===== config.mk =====
export PLATFORM = sky130hd
export DESIGN_NAME = controller_port
export DESIGN_NICKNAME = d
export VERILOG_FILES = /design/src/rtl/naes_ctrl_pkg.sv /design/src/rtl/pad_scanner.sv /design/src/rtl/controller_port.sv
export SDC_FILE = /design/constraint.sdc
export NUM_CORES = 1
export LEC_CHECK = 0
export CAP_MARGIN = 20
export CORE_ASPECT_RATIO = 0.8
export CORE_MARGIN = 2
export CORE_UTILIZATION = 25
export DETAILED_ROUTE_END_ITERATION = 8
export MAX_ROUTING_LAYER = met4
export SETUP_SLACK_MARGIN = 0.1
export SLEW_MARGIN = 0
export SYNTH_ARGS = -nofsm -noshare
export SYNTH_HDL_FRONTEND = slang
export SYNTH_SLANG_ARGS = --single-unit

===== constraint.sdc =====
create_clock -name Clk -period 2 [get_ports Clk]
set_clock_uncertainty 0.05 [all_clocks]
set_input_delay 0.3 -clock Clk [delete_from_list [all_inputs] [get_ports Clk]]
set_output_delay 0.3 -clock Clk [all_outputs]
set_load 0.05 [all_outputs]

===== src/rtl/naes_ctrl_pkg.sv =====
// Shared types for the NES joypad port: button bit positions, scanner states and the d-pad mask helper.
package naes_ctrl_pkg;

  localparam int BTN_A      = 0;
  localparam int BTN_B      = 1;
  localparam int BTN_SELECT = 2;
  localparam int BTN_START  = 3;
  localparam int BTN_UP     = 4;
  localparam int BTN_DOWN   = 5;
  localparam int BTN_LEFT   = 6;
  localparam int BTN_RIGHT  = 7;

  typedef enum logic [2:0] {
    IDLE   = 3'd0,
    LATCH  = 3'd1,
    CLK_LO = 3'd2,
    CLK_HI = 3'd3,
    DONE   = 3'd4
  } scan_state_t;

  typedef logic [7:0] buttons_t;

  // Opposing directions pressed together are physically impossible; drop both of each pair.
  function automatic buttons_t dpad_mask(input buttons_t b);
    buttons_t m;
    m = b;
    if (b[BTN_UP] && b[BTN_DOWN]) begin
      m[BTN_UP]   = 1'b0;
      m[BTN_DOWN] = 1'b0;
    end else begin
      m[BTN_UP]   = b[BTN_UP];
      m[BTN_DOWN] = b[BTN_DOWN];
    end
    if (b[BTN_LEFT] && b[BTN_RIGHT]) begin
      m[BTN_LEFT]  = 1'b0;
      m[BTN_RIGHT] = 1'b0;
    end else begin
      m[BTN_LEFT]  = b[BTN_LEFT];
      m[BTN_RIGHT] = b[BTN_RIGHT];
    end
    return m;
  endfunction

endpackage


===== src/rtl/pad_scanner.sv =====
// Periodic NES pad scanner: poll timer plus latch/clock FSM that samples the serial pad into 8 bits.
// done is high for the single DONE cycle, when sampled holds the complete new scan.
module pad_scanner
  import naes_ctrl_pkg::*;
#(
  parameter int HALF_PERIOD = 300,
  parameter int POLL_PERIOD = 833333
) (
  input  logic     clk,
  input  logic     reset,
  input  logic     pad_data,
  output logic     pad_latch,
  output logic     pad_clk,
  output buttons_t sampled,
  output logic     done
);

  localparam int HW = (HALF_PERIOD > 1) ? $clog2(HALF_PERIOD) : 1;
  localparam int PW = (POLL_PERIOD > 1) ? $clog2(POLL_PERIOD) : 1;
  localparam logic [HW-1:0] HALF_LAST = HW'(HALF_PERIOD - 1);
  localparam logic [PW-1:0] POLL_LAST = PW'(POLL_PERIOD - 1);

  scan_state_t   state_r;
  logic [PW-1:0] poll_cnt_r;
  logic [HW-1:0] half_cnt_r;
  logic [2:0]    bit_cnt_r;
  buttons_t      sample_r;
  logic          pad_latch_r;
  logic          pad_clk_r;
  logic          done_r;
  logic          poll_wrap_s;
  logic          half_last_s;

  assign poll_wrap_s = (poll_cnt_r == POLL_LAST);
  assign half_last_s = (half_cnt_r == HALF_LAST);

  // Poll timer and scan FSM; pad pins are driven straight from registers.
  always_ff @(posedge clk) begin
    if (reset) begin
      state_r     <= IDLE;
      poll_cnt_r  <= '0;
      half_cnt_r  <= '0;
      bit_cnt_r   <= 3'd0;
      sample_r    <= 8'h00;
      pad_latch_r <= 1'b0;
      pad_clk_r   <= 1'b1;
      done_r      <= 1'b0;
    end else begin
      poll_cnt_r <= poll_wrap_s ? '0 : poll_cnt_r + PW'(1);
      done_r     <= 1'b0;
      case (state_r)
        IDLE: begin
          if (poll_wrap_s) begin
            state_r     <= LATCH;
            half_cnt_r  <= '0;
            pad_latch_r <= 1'b1;
          end
        end
        LATCH: begin
          if (half_last_s) begin
            sample_r[0] <= ~pad_data;
            bit_cnt_r   <= 3'd1;
            half_cnt_r  <= '0;
            pad_latch_r <= 1'b0;
            pad_clk_r   <= 1'b0;
            state_r     <= CLK_LO;
          end else begin
            half_cnt_r <= half_cnt_r + HW'(1);
          end
        end
        CLK_LO: begin
          if (half_last_s) begin
            half_cnt_r <= '0;
            pad_clk_r  <= 1'b1;
            state_r    <= CLK_HI;
          end else begin
            half_cnt_r <= half_cnt_r + HW'(1);
          end
        end
        CLK_HI: begin
          if (half_last_s) begin
            sample_r[bit_cnt_r] <= ~pad_data;
            half_cnt_r          <= '0;
            if (bit_cnt_r == 3'd7) begin
              state_r <= DONE;
              done_r  <= 1'b1;
            end else begin
              bit_cnt_r <= bit_cnt_r + 3'd1;
              pad_clk_r <= 1'b0;
              state_r   <= CLK_LO;
            end
          end else begin
            half_cnt_r <= half_cnt_r + HW'(1);
          end
        end
        DONE: begin
          state_r <= IDLE;
        end
        default: begin
          state_r     <= IDLE;
          pad_latch_r <= 1'b0;
          pad_clk_r   <= 1'b1;
        end
      endcase
    end
  end

  assign pad_latch = pad_latch_r;
  assign pad_clk   = pad_clk_r;
  assign sampled   = sample_r;
  assign done      = done_r;

endmodule


===== src/rtl/controller_port.sv =====
// CPU-facing NES joypad register: strobe, serial read shift register and committed button state.
// Optional build macro CTRL_DPAD_MASK_EN clears opposing d-pad pairs before they are committed.
module controller_port
  import naes_ctrl_pkg::*;
#(
  parameter int         HALF_PERIOD = 300,
  parameter int         POLL_PERIOD = 833333,
  parameter logic [6:0] OPEN_BUS    = 7'h20
) (
  input  logic       Clk,
  input  logic       Reset,
  input  logic       CPU_CE,
  input  logic       EN,
  input  logic       CPU_WR,
  input  logic [7:0] CPU_DO,
  output logic [7:0] DATA_OUT,
  output logic       PAD_LATCH,
  output logic       PAD_CLK,
  input  logic       PAD_DATA,
  output logic [7:0] BUTTONS
);

  buttons_t raw_s;
  buttons_t commit_s;
  buttons_t reload_s;
  buttons_t buttons_r;
  buttons_t sreg_r;
  logic     strobe_r;
  logic     done_s;
  logic     wr_s;
  logic     rd_s;
  logic     unused_s;

  pad_scanner #(
    .HALF_PERIOD (HALF_PERIOD),
    .POLL_PERIOD (POLL_PERIOD)
  ) u_scanner (
    .clk       (Clk),
    .reset     (Reset),
    .pad_data  (PAD_DATA),
    .pad_latch (PAD_LATCH),
    .pad_clk   (PAD_CLK),
    .sampled   (raw_s),
    .done      (done_s)
  );

  assign wr_s     = CPU_CE & EN & ~CPU_WR;
  assign rd_s     = CPU_CE & EN & CPU_WR;
  assign unused_s = ^CPU_DO[7:1];

  // Value committed at the end of a scan; the strobe reload bypasses it so it is seen without a cycle of lag.
  always_comb begin
    commit_s = 8'h00;
    reload_s = 8'h00;
`ifdef CTRL_DPAD_MASK_EN
    commit_s = dpad_mask(raw_s);
`else
    commit_s = raw_s;
`endif
    if (done_s) begin
      reload_s = commit_s;
    end else begin
      reload_s = buttons_r;
    end
  end

  // Button commit, strobe latch and serial shift; a write in the same cycle suppresses the shift.
  always_ff @(posedge Clk) begin
    if (Reset) begin
      buttons_r <= 8'h00;
      sreg_r    <= 8'h00;
      strobe_r  <= 1'b0;
    end else begin
      if (done_s) begin
        buttons_r <= commit_s;
      end
      if (wr_s) begin
        strobe_r <= CPU_DO[0];
      end
      if (strobe_r) begin
        sreg_r <= reload_s;
      end else if (rd_s && !wr_s) begin
        sreg_r <= {1'b1, sreg_r[7:1]};
      end
    end
  end

  assign DATA_OUT = {OPEN_BUS, sreg_r[0]};
  assign BUTTONS  = buttons_r;

endmodule


### After elaboration in Yosys (flattened, before gate mapping)

Cells that the tools add are included.
W data, S select, Z words.

| word-level totals | value |
|---|---|
| flip-flop bits (word level) | 63 |
| input port bits | 14 |
| output and inout port bits | 18 |
| word-level logic and storage cells | 87 |

| cells by class | value |
|---|---|
| add/sub/neg operators | 3 |
| magnitude comparators | 2 |
| eq/ne operators | 12 |
| multiplexer cells | 30 |
| bitwise gates (word level) | 9 |
| reductions and logical operators | 19 |

Operators by type and width:

| cell | count |
|---|---|
| $mux W3 | 8 |
| $mux W8 | 3 |
| $add A20 B1 Y20 const B | 1 |
| $eq A20 B20 Y1 const B | 1 |
| $mux W9 | 2 |
| $pmux W9 S2 | 1 |
| $pmux W3 S4 | 1 |
| $add A9 B1 Y9 const B | 1 |
| $eq A9 B9 Y1 const B | 1 |
| $mux W1 | 9 |
| $reduce_or A3 Y1 | 3 |
| $bwmux W8 | 1 |
| $ne A2 B1 Y1 const B | 4 |
| $reduce_and A4 Y1 | 2 |
| $eq A3 B2 Y1 const B | 2 |
| $eq A3 B3 Y1 const B | 2 |
| $not A1 Y1 | 6 |
| $pmux W3 S2 | 1 |
| $reduce_and A3 Y1 | 2 |
| $reduce_bool A2 Y1 | 3 |
| $reduce_and A5 Y1 | 1 |
| $lt A3 B4 Y1 const B | 1 |
| $pmux W1 S4 | 1 |
| $reduce_and A2 Y1 | 2 |
| 12 further kinds | 16 |

### Logic depth before layout (Yosys ltp)

Gate-level depths: netlist of run 1.

| logic depth | value |
|---|---|
| word-level depth | 7 |
| gate-level depth with buffers | 7 |
| depth with buffers taken out | 6 |

### Cells and area by module

From an unflattened synthesis of run 1, not the netlist that was laid out.

| second synthesis, totals | value |
|---|---|
| cells, all modules | 350 |
| area, all modules | 3066.7 µm² |

By module, submodules not included:

| module | times used | cells an instance | area an instance (µm²) | seq. area each (µm²) |
|---|---|---|---|---|
| pad_scanner | 1 | 278 | 2319.7 | 920.9 |
| controller_port | 1 | 72 | 747.0 | 340.3 |

### Worst setup path before layout of run 1

No wires, ideal clock.

| timing path | value |
|---|---|
| path type | reg2reg |
| from | register u_scanner.poll_cnt_r[3] |
| to | register u_scanner.half_cnt_r[4] |
| setup time | 0.141 ns |
| data arrival time | 1.830 ns |
| slack | -0.020 ns |
| cell stages (with the launch flop) | 6 |
| cell sequence | dfxtp_1 -> buf_6 -> or4b_1 -> or4_4 -> o31ai_4 -> a311oi_1 |

| on the way | value |
|---|---|
| cells in the longest elaborated chain, start to end | 3 |

Ends and longest elaborated chain:

| item | line | text |
|---|---|---|
| start, declared | pad_scanner.sv:24 | `logic [PW-1:0] poll_cnt_r;` |
| start signal, assigned | pad_scanner.sv:49 | `poll_cnt_r <= poll_wrap_s ? '0 : poll_cnt_r + PW'(1);` |
| $eq A20 B20 Y1 | pad_scanner.sv:34 | `assign poll_wrap_s = (poll_cnt_r == POLL_LAST);` |
| $ne A2 B1 Y1 (no source line) | - |  |
| $reduce_and A2 Y1 (no source line) | - |  |
| end signal, assigned | pad_scanner.sv:68 | `half_cnt_r <= half_cnt_r + HW'(1);` |
| end signal, assigned | pad_scanner.sv:77 | `half_cnt_r <= half_cnt_r + HW'(1);` |
| end signal, assigned | pad_scanner.sv:93 | `half_cnt_r <= half_cnt_r + HW'(1);` |
| end, declared | pad_scanner.sv:25 | `logic [HW-1:0] half_cnt_r;` |

Every way passes these cells.
A chain may end at the register's enable or synchronous reset.

### Worst setup path after layout of run 1

| timing path | value |
|---|---|
| from | register u_scanner.poll_cnt_r[7] |
| to | register u_scanner.half_cnt_r[6] |

Same word-level chain as after synthesis.

==> run summary, run 1 <==
outcome: complete, no violations
Worst-Skew Late Latency: 0.33 ns
pin count of the biggest net entering global routing: 18
final core utilization: 0.327
Design Power: 2.96 mW
Hold Crit Class: reg -> reg
Max Cap Viol: 0
Hold Path Depth: 1
WS Path Type: reg -> reg
vias in the first global route: 2281
# clock sinks: 63
Synth-to-Final Area Change: 27.5%
Worst R2R Start: u_scanner.poll_cnt_r[7]$_SDFF_PP0_
Remaining Overflow, GRT: 0
setup ws final: 0.0634 ns
initial antenna violation count: 0
post-placement cell area: 0.00341 mm2
ANT nets after route: 0
post-synthesis sequential area ratio: 0.427
Fillers: 1195
post-layout minimum cycle time: 1.94 ns
Lkg Pwr: 1.31 nW
CTS root buf: clkbuf_16
die height: 101 um
CORE AREA: 0.0115 mm2
Rows: 35
DR vias: 2530
Ports: 32
antenna cells: 0
clk slew on worst S/H paths: 0.06 ns
CTS tree: built
YS warnings: 0
Synth Instances: 335
DP Cell Count: 509
WP data arrival: 2.08 ns
Crit Path Max Fanout: 9
ratio of cells with drive above 1 in the final layout: 0.169
DR WL/cell: 12.6 um
DP Worst Slack: -0.0603 ns
vias per cell: 4.80
DR iter-0 viols: 119
routed wire length: 6660 um
crit start category: register
fin cells: 527
RR Endpoint: u_scanner.half_cnt_r[6]$_SDFFE_PP0P_
Worst Tran Pin Value: 0.519 ns
Total Die Area: 0.0127 mm2
async set or reset register ratio after synthesis: 0
Die Wd: 126 um
most instantiated cells after synthesis: dfxtp_1 (63), nor2_1 (34), nand2_1 (25)
Tcrit/Tclk final: 0.968
total negative slack: 0 ns
Peak Freq: 0.516 GHz
leading register cell type out of synthesis: dfxtp_1
PortBufs: 17
hold_sp: u_scanner.poll_cnt_r[0]$_SDFF_PP0_
Post-synth EDFFs: 0
H-tree Lvls: 3
detailed-placement wirelength estimate: 4660 um
starting density of the core: 0.257
endpoints failing setup: 0
Num CTS Buffers: 9
final routed DRC violation total: 0
most frequent cell after synthesis: dfxtp_1
library cells used by synthesis: 50
length in cells of the worst reg-to-reg path: 5
worst vdd ir: 0.000458 V
global-route wire length before repair: 11000 um
critical path endpoint category: register
Synth area leader: dfxtp_1
fin area: 0.00377 mm2
Syn Area/Cell: 8.82 um2
FF/Latch Area: 0.00126 mm2
Hold Buf Count CTS: 0
largest buffer count on any clock path: 2
ranking of synthesized cells by area: dfxtp_1 (43%), nor2_1 (4.3%), a21oi_1 (3.6%)
FF-to-FF setup slack: 0.06 ns
Mapped Area: 0.00296 mm2
post-synth top area share: 0.427
RSZ-0062 raised after global routing: true
Hold Slack: 0.426 ns
DRT Pass-1 Iters: 4
hold endpoint: u_scanner.poll_cnt_r[0]$_SDFF_PP0_
Slew Limit Headroom: 0.653
RD Place Congestion: 0.748
Hold Violations, Final: 0
area of the multi-input gates: 0.00157 mm2
Tot GR Track Use: 0.109
Power Density: 786 mW/mm2
net count reported at finish: 393
Synth Register Bits: 63
critical path required time: 2.15 ns
Final Max Tran Viols: 0
-- power by group --
group	internal (mW)	switching [mW]	leakage [nW]
combinational	0.0404	0.0760	0.664
clock	0.976	0.590	0.143
sequential	1.27	0.0115	0.508
total	2.28	0.677	1.31
-- placed cells by master (no fill, tap or decap), drive strengths merged, types with 6 or more instances in the layout --
| cell type | count |
|---|---|
| dfxtp | 63 |
| nor2 | 34 |
| buf | 31 |
| nand2 | 25 |
| a21oi | 21 |
| clkdlybuf4s50 | 17 |
| o21ai | 17 |
| nand4 | 13 |
| nand3 | 11 |
| inv | 11 |
| mux2i | 10 |
| a211oi | 9 |
| xor2 | 9 |
| clkbuf | 9 |
| and3 | 8 |
| or3 | 7 |
| conb | 7 |
| mux2 | 6 |
| o31ai | 6 |
-- worst max-delay path, cell delays in order (launching register included) --
cell	delay, ns
dfxtp_1	0.31
or4b_1	0.51
or4_4	0.47
o31ai_4	0.19
buf_6	0.17
a311oi_1	0.10
-- area by class of cell --
class,instances,area share
Clock buffer,9,0.0598
Sequential cell,63,0.335
Tap cell,148,0.0492
Inverter,10,0.00996
Multi-Input combinational cell,242,0.417
Clock inverter,7,0.0213
Timing Repair Buffer,48,0.108
-- how the worst max path moves through the flow --
stage                                                end                                 start  slack (ns)  cells past startpoint
floorplan           u_scanner.half_cnt_r[7]$_SDFFE_PP0P_    u_scanner.poll_cnt_r[3]$_SDFF_PP0_        0.03                      5
global placement    u_scanner.half_cnt_r[7]$_SDFFE_PP0P_  u_scanner.half_cnt_r[0]$_SDFFE_PP0P_       -0.04                      6
detailed placement  u_scanner.half_cnt_r[7]$_SDFFE_PP0P_  u_scanner.half_cnt_r[0]$_SDFFE_PP0P_       -0.06                      6
CTS                 u_scanner.half_cnt_r[4]$_SDFFE_PP0P_    u_scanner.poll_cnt_r[7]$_SDFF_PP0_        0.05                      5
global route        u_scanner.half_cnt_r[7]$_SDFFE_PP0P_    u_scanner.poll_cnt_r[7]$_SDFF_PP0_       -0.01                      5
finish              u_scanner.half_cnt_r[6]$_SDFFE_PP0P_    u_scanner.poll_cnt_r[7]$_SDFF_PP0_        0.06                      5
-- state kept, by name, summed over array words and instances, names as in the netlist --
name	flops
u_scanner.bit_cnt_r	3
u_scanner.half_cnt_r	9
u_scanner.poll_cnt_r	20
u_scanner.pad_latch	1
strobe_r	1
sreg_r	8
BUTTONS	8
u_scanner.state_r	3
u_scanner.sampled	8
u_scanner.pad_clk	1
u_scanner.done	1
-- cell families (layout without fill, tap and decap cells) --
logic type	count (synthesis)	in the layout	share of synthesized area
and+or+nand+nor	127	127	0.228
AOI/OAI and AO/OA	76	76	0.174
DFF	63	63	0.427
buffers and inverters	35	74	0.0580
muxes	16	16	0.0567
xor gates and xnor gates	11	11	0.0326
adders and majority gates	5	5	0.0212
other	2	7	0.00254
-- per-layer routing --
| layer | part of all wire | track usage |
|---|---|---|
| met1 | 0.50 | 0.147 |
| met2 | 0.46 | 0.161 |
| met3 | 0.027 | 0.0254 |
| met4 | 0.011 | 0.0359 |
| met5 | 0 | - |
-- repair_timing --
action                                  4_1_cts  5_1_grt
resized for setup                             2        4
endpoints found under the setup margin       31       36
cloned                                        0        0
pin swaps                                     0        2
hold endpoints to repair                      0        0
buffers inserted                              1        1
No activity file was read; power rests on OpenSTA's default activity.
==> run 2: changes to the inputs <==
CORE_UTILIZATION = 50   (was 25)
PLACE_DENSITY = 0.75   (was unset)
SETUP_SLACK_MARGIN = unset   (was 0.1)
==> run 2 against run 1 <==
  * Register-to-register slack got worse by 0.02 ns
  * Combinational power down 4%
  * Flip-flop and latch count did not move
  * Utilization grew 28 points
  * Worst setup slack lost 0.022 ns
  * Final area down 6.2%
  * Cell count fell by 14%
  * Sequential share of layout area grew 2.2 points
  * Global-route usage rose by 9.8 points
  * Critical endpoint is now u_scanner.poll_cnt_r[5]$_SDFF_PP0_
  * Routed wire length shrank 7.3%
==> run summary, run 2 (same netlist as run 1, synthesis figures left out) <==
outcome: complete, no violations (unchanged)
sequential power share: 0.520 (was 0.432)
Power Density: 696 mW/mm2 (was 786 mW/mm2)
critical path required time: 2.18 ns (was 2.15 ns)
antenna cells: 0 (unchanged)
DRT Pass-1 Iters: 4 (unchanged)
Crit Path Max Fanout: 12 (was 9)
length in cells of the worst reg-to-reg path: 5 (unchanged)
# clock sinks: 63 (unchanged)
clk slew on worst S/H paths: 0.06 ns (about the same)
ratio of cells with drive above 1 in the final layout: 0.153 (was 0.169)
Tot GR Track Use: 0.207 (was 0.109)
CP max stage cell: or4b_4 (was or4b_1)
routed wire length: 6180 um (was 6660 um)
DP Cell Count: 439 (was 509)
hold_sp: u_scanner.poll_cnt_r[0]$_SDFF_PP0_ (unchanged)
WP data arrival: 2.14 ns (was 2.08 ns)
Max Cap Viol: 0 (unchanged)
hold endpoint: u_scanner.poll_cnt_r[0]$_SDFF_PP0_ (unchanged)
H-tree Lvls: 3 (unchanged)
die height: 72.8 um (was 101 um)
Die Wd: 90.0 um (was 126 um)
Buf+Inv Stages, Crit Path: 1 (unchanged)
post-layout minimum cycle time: 1.96 ns (was 1.94 ns)
Worst Tran Pin Value: 0.532 ns (was 0.519 ns)
Slew Limit Headroom: 0.645 (was 0.653)
net count reported at finish: 390 (was 393)
commonest non-fill, non-tap cell in the layout: dfxtp_1 (unchanged)
Lkg Pwr: 1.25 nW (was 1.31 nW)
Hold Crit Class: reg -> reg (unchanged)
endpoints failing setup: 0 (unchanged)
Hold Path Depth: 1 (unchanged)
Synth-to-Final Area Change: 19.6% (was 27.5%)
RD Place Congestion: 0.825 (was 0.748)
fin cells: 454 (was 527)
global-route wire length before repair: 10500 um (was 11000 um)
Switching Fraction: 0.216 (was 0.229)
Fillers: 513 (was 1195)
starting density of the core: 0.508 (was 0.257)
initial antenna violation count: 0 (unchanged)
Largest Register: u_scanner.poll_cnt_r (unchanged)
CTS root buf: clkbuf_8 (was clkbuf_16)
Remaining Overflow, GRT: 0 (unchanged)
WS Path Type: reg -> reg (unchanged)
RSZ-0062 raised after global routing: true (unchanged)
most frequent cells in the layout: dfxtp_1 (62), nor2_1 (34), buf_4 (27) (was dfxtp_1 (63), nor2_1 (34), buf_4 (30))
critical path endpoint category: register (unchanged)
CORE AREA: 0.00582 mm2 (was 0.0115 mm2)
Worst-Skew Late Latency: 0.34 ns (was 0.33 ns)
Peak Freq: 0.511 GHz (was 0.516 GHz)
clock power share: 0.435 (was 0.529)
slowest stage delay, CP: 0.52 ns (was 0.51 ns)
Worst R2R Start: u_scanner.poll_cnt_r[7]$_SDFF_PP0_ (unchanged)
RR Endpoint: u_scanner.poll_cnt_r[5]$_SDFF_PP0_ (was u_scanner.half_cnt_r[6]$_SDFFE_PP0P_)
vias per cell: 5.52 (was 4.80)
crit start category: register (unchanged)
FF/Latch Area: 0.00126 mm2 (about the same)
detailed-placement wirelength estimate: 4290 um (was 4660 um)
ANT nets after route: 0 (unchanged)
Ports: 32 (unchanged)
sw power: 0.533 mW (was 0.677 mW)
Int Pwr: 1.93 mW (was 2.28 mW)
worst vdd ir: 0.000452 V (was 0.000458 V)
Final Max Tran Viols: 0 (unchanged)
DR iter-0 viols: 155 (was 119)
largest buffer count on any clock path: 2 (unchanged)
Tcrit/Tclk final: 0.979 (was 0.968)
worst path cell trace: or4b_4, or4_4, o21ai_1, buf_4, nor2_1 (was or4b_1, or4_4, o31ai_4, buf_6, a311oi_1)
FF-to-FF setup slack: 0.04 ns (was 0.06 ns)
max reg flops: 20 (unchanged)
Num CTS Buffers: 9 (unchanged)
combinational share of power: 0.045 (was 0.039)
vias in the first global route: 2273 (was 2281)
pin count of the biggest net entering global routing: 22 (was 18)
DR vias: 2507 (was 2530)
area of the multi-input gates: 0.00156 mm2 (was 0.00157 mm2)
Hold Violations, Final: 0 (unchanged)
final routed DRC violation total: 0 (unchanged)
Top Registers: u_scanner.poll_cnt_r x20, u_scanner.half_cnt_r x9 (unchanged)
DR WL/cell: 13.6 um (was 12.6 um)
CP top delay family: simple AND/OR/NAND/NOR gates (unchanged)
Rows: 25 (was 35)
CTS tree: built (unchanged)
PortBufs: 17 (unchanged)
Total Die Area: 0.00655 mm2 (was 0.0127 mm2)
Design Power: 2.46 mW (was 2.96 mW)
[run 2: cell types whose count changed in the layout (fill, tap and decap cells not counted), sizes merged]
| cell | change |
|---|---|
| buf | -3 |
| inv | -2 |
| clkbuf | +3 |
| clkinv | -2 |
| clkinvlp | -2 |
[run 2: worst max path at each step]
stage | cells after the start | to | start | slack [ns]
6_report | 5 | u_scanner.poll_cnt_r[5]$_SDFF_PP0_ | u_scanner.poll_cnt_r[7]$_SDFF_PP0_ | 0.04
3_3_place_gp | 6 | u_scanner.sampled[7]$_SDFFE_PP0P_ | u_scanner.half_cnt_r[0]$_SDFFE_PP0P_ | 0.02
2_1_floorplan | 5 | u_scanner.half_cnt_r[4]$_SDFFE_PP0P_ | u_scanner.poll_cnt_r[3]$_SDFF_PP0_ | 0.02
3_5_place_dp | 6 | u_scanner.sampled[7]$_SDFFE_PP0P_ | u_scanner.half_cnt_r[0]$_SDFFE_PP0P_ | -0.002
4_1_cts | 6 | u_scanner.sampled[7]$_SDFFE_PP0P_ | u_scanner.half_cnt_r[0]$_SDFFE_PP0P_ | 0.006
5_1_grt | 5 | u_scanner.poll_cnt_r[11]$_SDFF_PP0_ | u_scanner.poll_cnt_r[7]$_SDFF_PP0_ | -0.02
[run 2: what timing repair did]
item | CTS | global route
hold buffers | 0 | 0
setup buffers | 0 | 2
setup endpoints to repair | 5 | 30
resized for setup | 1 | 5
pin swaps | 0 | 1
[run 2: cell type report]
cell class | count | area share
repair buffers | 45 | 0.109
clock buffers | 12 | 0.0439
inverters | 10 | 0.0106
flip-flops and latches | 63 | 0.357
multi-input cells | 242 | 0.442
clock inverters | 1 | 0.00850
well taps | 81 | 0.0287
[run 2: per-stage QoR]
stage	util	TNS, ns	hold WS, ns	setup slack [ns]	instance area (um2)
after detailed placement	0.568	-0.00241	0.419	-0.00241	3310
after floorplan	-	0	0.387	0.0247	2970
after CTS	0.601	0	0.427	0.00617	3500
final	0.608	0	0.428	0.0417	3530
after global routing	0.608	-0.157	0.447	-0.0201	3530
after global placement	0.568	0	0.402	0.0158	3310
[run 2: power groups by stage]
| stage | Sequential (mW) | Combinational, mW | Clock [mW] |
|---|---|---|---|
| 2_1_floorplan | 1.30 | 0.0951 | 0 |
| 3_3_place_gp | 1.31 | 0.109 | 0 |
| 3_5_place_dp | 1.31 | 0.111 | 0 |
| 4_1_cts | 1.28 | 0.111 | 1.09 |
| 5_1_grt | 1.28 | 0.121 | 1.14 |
| 6_report | 1.28 | 0.111 | 1.07 |
[run 2: metal layers]
layer  GRT usage  wire length [um]  vias up
met5           -                 0        -
met4      0.0718                91        0
met3      0.0589               267       10
met2       0.305              2650       43
met1       0.276              3170     1171
li1            -                 -     1283
